`config.mk`:
```
export PLATFORM = sky130hd
export DESIGN_NAME = count_match_timer
export DESIGN_NICKNAME = d
export VERILOG_FILES = /design/src/rtl/count_match_timer.sv
export SDC_FILE = /design/constraint.sdc
export NUM_CORES = 1
export LEC_CHECK = 0
export ABC_AREA = 1
export CELL_PAD_IN_SITES_DETAIL_PLACEMENT = 1
export CELL_PAD_IN_SITES_GLOBAL_PLACEMENT = 1
export CORE_MARGIN = 3
export CORE_UTILIZATION = 36
export CTS_CLUSTER_SIZE = 8
export DETAILED_ROUTE_END_ITERATION = 10
export MAX_ROUTING_LAYER = met4
export PLACE_DENSITY_LB_ADDON = 0.1
export SYNTH_ARGS = -nofsm -noshare
export SYNTH_HDL_FRONTEND = slang
export SYNTH_SLANG_ARGS = --single-unit
```
`constraint.sdc`:
```
create_clock -name newclk_k -period 4.03 [get_ports newclk_k]
set_input_delay 0.806 -clock newclk_k [delete_from_list [all_inputs] [get_ports newclk_k]]
set_output_delay 0.806 -clock newclk_k [all_outputs]
set_load 0.005 [all_outputs]
```
`src/rtl/count_match_timer.sv`:
```
// Accumulates elapsed ticks from a free-running upstream counter
// and pulses trig when a programmed target is reached.
module count_match_timer #(
    parameter int CW  = 8,
    parameter int TW  = 16,
    parameter int FCW = 8
) (
    input  logic           newclk_k,
    input  logic           rstn,
    input  logic [CW-1:0]  count_in,
    input  logic [TW-1:0]  timer_in,
    input  logic           start,
    input  logic           stop,
    input  logic           periodic,
    output logic           trig,
    output logic           busy,
    output logic           done,
    output logic           err,
    output logic [TW-1:0]  elapsed,
    output logic [FCW-1:0] fire_cnt
);

    typedef enum logic [1:0] {
        IDLE = 2'd0,
        RUN  = 2'd1,
        DONE = 2'd2
    } state_t;

    state_t         state;
    state_t         state_n;
    logic [CW-1:0]  prev_cnt;
    logic [TW-1:0]  target;
    logic [TW-1:0]  target_n;
    logic           mode;
    logic           mode_n;
    logic [TW-1:0]  elapsed_n;
    logic [FCW-1:0] fire_n;
    logic           trig_n;
    logic           err_n;
    logic [CW-1:0]  delta;
    logic [TW:0]    sum;
    logic           load;
    logic           zerr;

    // A drop to zero from anything but all-ones is an upstream reset.
    always_comb begin
        delta = count_in - prev_cnt;
        if (count_in == '0 && prev_cnt != '1)
            delta = '0;
    end

    assign sum  = {1'b0, elapsed} + {{(TW + 1 - CW){1'b0}}, delta};
    assign load = !stop && start && (timer_in != '0);
    assign zerr = !stop && start && (timer_in == '0);

    always_comb begin
        state_n   = state;
        target_n  = target;
        mode_n    = mode;
        elapsed_n = elapsed;
        fire_n    = fire_cnt;
        trig_n    = 1'b0;
        err_n     = 1'b0;
        if (stop) begin
            state_n = IDLE;
        end else if (load) begin
            state_n   = RUN;
            target_n  = timer_in;
            mode_n    = periodic;
            elapsed_n = '0;
            fire_n    = '0;
        end else begin
            err_n = zerr;
            unique case (state)
                RUN: begin
                    if (sum >= {1'b0, target}) begin
                        trig_n = 1'b1;
                        if (fire_cnt != '1)
                            fire_n = fire_cnt + 1'b1;
                        if (mode) begin
                            elapsed_n = TW'(sum - {1'b0, target});
                        end else begin
                            elapsed_n = target;
                            state_n   = DONE;
                        end
                    end else begin
                        elapsed_n = sum[TW-1:0];
                    end
                end
                IDLE, DONE: begin
                    state_n = state;
                end
                default: begin
                    state_n = IDLE;
                end
            endcase
        end
    end

    always_ff @(posedge newclk_k or negedge rstn) begin
        if (!rstn) begin
            state    <= IDLE;
            prev_cnt <= '0;
            target   <= '0;
            mode     <= 1'b0;
            elapsed  <= '0;
            fire_cnt <= '0;
            trig     <= 1'b0;
            busy     <= 1'b0;
            done     <= 1'b0;
            err      <= 1'b0;
        end else begin
            state    <= state_n;
            prev_cnt <= count_in;
            target   <= target_n;
            mode     <= mode_n;
            elapsed  <= elapsed_n;
            fire_cnt <= fire_n;
            trig     <= trig_n;
            busy     <= (state_n == RUN);
            done     <= (state_n == DONE);
            err      <= err_n;
        end
    end

endmodule
```
==> results.md <==
* Commonest non-fill, non-tap cell in the layout: nand2_1
* Worst R2R Start: prev_cnt[0]
* Chip width at 121 um
* Largest net degree at the start of global routing at 40
* Synth Area in Adders at 9.64%
* Non-Filler Instances at 1,084
* Commonest non-fill, non-tap cells in the layout: nand2_1 (202), inv_1 (125), buf_4 (104)
* Max-slew violation count at 0
* # hold bufs at CTS at 0
* Filler Cells Inserted at 1,613
* Synthesized area at 0.00478 sq mm
* Post-synthesis mux area share at 0%
* Status: complete, but fails checks
* Total Routed Length at 19,400 um
* Slowest CP cell: ha_1
* Placed insts at 1,051
* Tot GR Track Use at 26.8%
* Max-slew headroom at about 22%
* RSZ-0062 raised after global routing: yes
* Sink Count at 55
* First-pass GRT wire length at 30,000 um
* WP data arrival at between 5 and 6 ns
* Clk_lat worst skew at 0.32 ns
* Diodes inserted at 0
* Gp weighted congestion at 0.879
* Minimum clock period after layout at 4.95 ns
* Dpl hpwl at 13,800 um
* Synth area leaders: dfrtp_1 (29%), nand2_1 (20%), inv_1 (11%)
* Final WS setup at -0.920 ns
* Mapped Cells at between 700 and 800
* #FFs+latches synth at 55
* Share of cells above drive strength 1 at 30.9%
* Synth Area in Compound Gates at 6.92%
* Max Used Layer: met4
* Placement row count at slightly above 40
* Mapped Nets at 810
* P&R area growth vs syn at 53.9%
* Post-route core utilization at 57.6%
* Hold Fails Final Rpt at 0
* Antenna-violating nets left at 0
* Met2 wire length at 10,200 um
* Congestion Overflow GR at 0
* Least-Margin Pin Slew at between 1 and 1.5 ns
* Core area at 0.0128 sq mm
* Simple-gate area share of the yosys netlist at 39.0%
* Failing checks: negative setup slack
* Num CTS Buffers at 5
* Chip Height at about 120 um
* Pwr/cell area at between 700 and 800 mW/mm^2
* Fin nets at 975
* M1 wire length at 7960 um
* Synth unique cells at 38
* # IOs at 57
* WS Path Type: in -> reg
* Fin crit share at 123%
* Multi-input gate area at 0.00354 sq mm
* Routed vias at 5,523
* Class of the tightest hold or removal check: reg -> reg
* Number of global-route vias before repair at 5,974
* Count of input and output buffers at 56
* Syn_area_per_cell at 6.40 sq um
* CTS HTree Levels at 2
* Worst vdd ir at between 300 and 400 uV
* Setup crit start kind: primary input
* Initial antenna violation count at 0
* Final setup violation count at 29
* Post-DP Area at 0.00633 sq mm
* Remaining DRCs at 0
* Final instance area at approximately 0.0074 sq mm
* Max Buffers Root-to-Sink at 2
* Sequential fraction of the synthesis area at 28.8%
* Dominant cell type by area after synthesis: dfrtp_1
* Total Neg Setup Slack at -25.46 ns
* Vias per cell at 5.10
* Largest family of logic cells by synthesized area: simple AND/OR/NAND/NOR gates
* Clock slew at reported path FFs at 0.09 ns
* Hold path startpoint: target[3]
* DRT Pass-1 Iters at 4
* Share of Yosys cell area claimed by the top area cell type at between 20 and 30%
* Met3 WL at 691 um
* Maxcap violations at 0
* WL/cell at 17.9 um
* TritonCTS clock tree: done
* Initial core utilization at a little under two fifths
* Drt initial violations at 292
* Xor-xnor portion of the synthesized cell area at 2.57%
* Endpoint type of the worst setup path: flop
* Cell mode on critical path: nand2_1
* Yosys synthesis warning count at 0
* CP Max Fanout at 5
* Die area at approximately 0.015 sq mm
* Max incr delay on CP at 0.36 ns
* Clk_skew at 0.0170 ns
* Setup crit start: count_in[0]
* Peak Freq at 202 MHz
* Reg area at 0.00138 sq mm
* CP Data Required Time at around 4.2 ns
* CTS root buf: clkbuf_16
* Leakage Power at just under 0.004 uW
-- registers in the layout, summed over array words and instances (netlist names) --
| signal | count |
|---|---|
| prev_cnt | 8 |
| mode | 1 |
| trig | 1 |
| elapsed | 16 |
| state | 2 |
| fire_cnt | 8 |
| target | 16 |
| err | 1 |
| busy | 1 |
| done | 1 |
-- power breakdown --
| group | internal, uW | switching [uW] | total, uW |
|---|---|---|---|
| Clock | 237 | 248 | 486 |
| Sequential | 638 | 132 | 770 |
| Combinational | 1830 | 2250 | 4080 |
-- routing by layer --
layer	track usage, %	vias to the layer above
met3	3.59	40
met5	-	-
met1	31.2	2714
met2	47.7	108
li1	-	2661
met4	8.89	0
-- final timing paths --
kind	to	slack (ns)	depth (start not counted)
setup / recovery	elapsed[15]	-0.92	35
hold / removal	target[3]	0.50	2
setup reg to reg	elapsed[15]	-0.73	33
hold reg to reg	target[3]	0.50	2
max in group asynchronous	fire_cnt[5]	2.58	2
min in group asynchronous	target[6]	0.63	1
-- synth_stat cells --
cell type,instances
dfrtp_1,55
or4_1,1
o21a_1,1
or2_2,2
nor4_1,5
inv_2,2
nand2_4,1
xnor2_1,2
buf_12,1
ha_1,32
inv_1,137
o21ai_2,1
a31oi_1,4
a21oi_1,20
and2_1,4
nor2_4,1
xor2_1,12
buf_6,2
o21bai_1,1
o21ai_0,33
nor2_2,5
nand3_4,1
o21ai_4,1
clkbuf_1,6
buf_1,1
nand3_2,3
nor2_1,45
buf_4,3
nand2_1,253
nand3_1,75
nand2_2,7
buf_2,2
nand4_1,14
fa_1,3
or2_1,1
nand3b_1,3
nor3_1,5
or3_1,1
-- cells by family after synthesis --
kind of cell | count (synthesis)
buffers and inverters | 154
and+or+nand+nor | 427
xor gates and xnor gates | 14
AOI/OAI and AO/OA | 61
adders and majority gates | 35
DFF | 55
-- area by class of cell --
cell class | instances | share of cell area, %
Tap cell | 172 | 2.93
Multi-Input combinational cell | 539 | 48.2
Clock inverter | 3 | 0.374
Inverter | 139 | 7.33
Timing Repair Buffer | 171 | 20.8
Sequential cell | 55 | 18.7
Clock buffer | 5 | 1.70
-- through the flow --
stage          setup WS, ns  hold WS, ns  total power (uW)
2_1_floorplan        -0.418        0.453              2640
3_3_place_gp          -1.54        0.474              3950
3_5_place_dp          -1.67        0.491              4090
4_1_cts              -0.737        0.512              5030
5_1_grt               -1.22        0.565              5770
6_report             -0.920        0.504              5340
-- worst max-delay path, delay by kind of cell --
family / cells / cell delay, ns
AO/OA/AOI/OAI: 4 / 0.46
AND/OR/NAND/NOR: 19 / 1.82
adder cells (fa/ha/maj): 4 / 1.13
buffers and inverters: 6 / 0.57
XOR/XNOR: 2 / 0.37
-- repair_timing --
action	CTS	global route
resized for setup	96	68
pin swaps	53	62
cloned	3	0
hold endpoints to repair	0	0
setup endpoints to repair	29	29
setup buffers	15	7
Note: power is estimated with default switching activity, not from simulation.
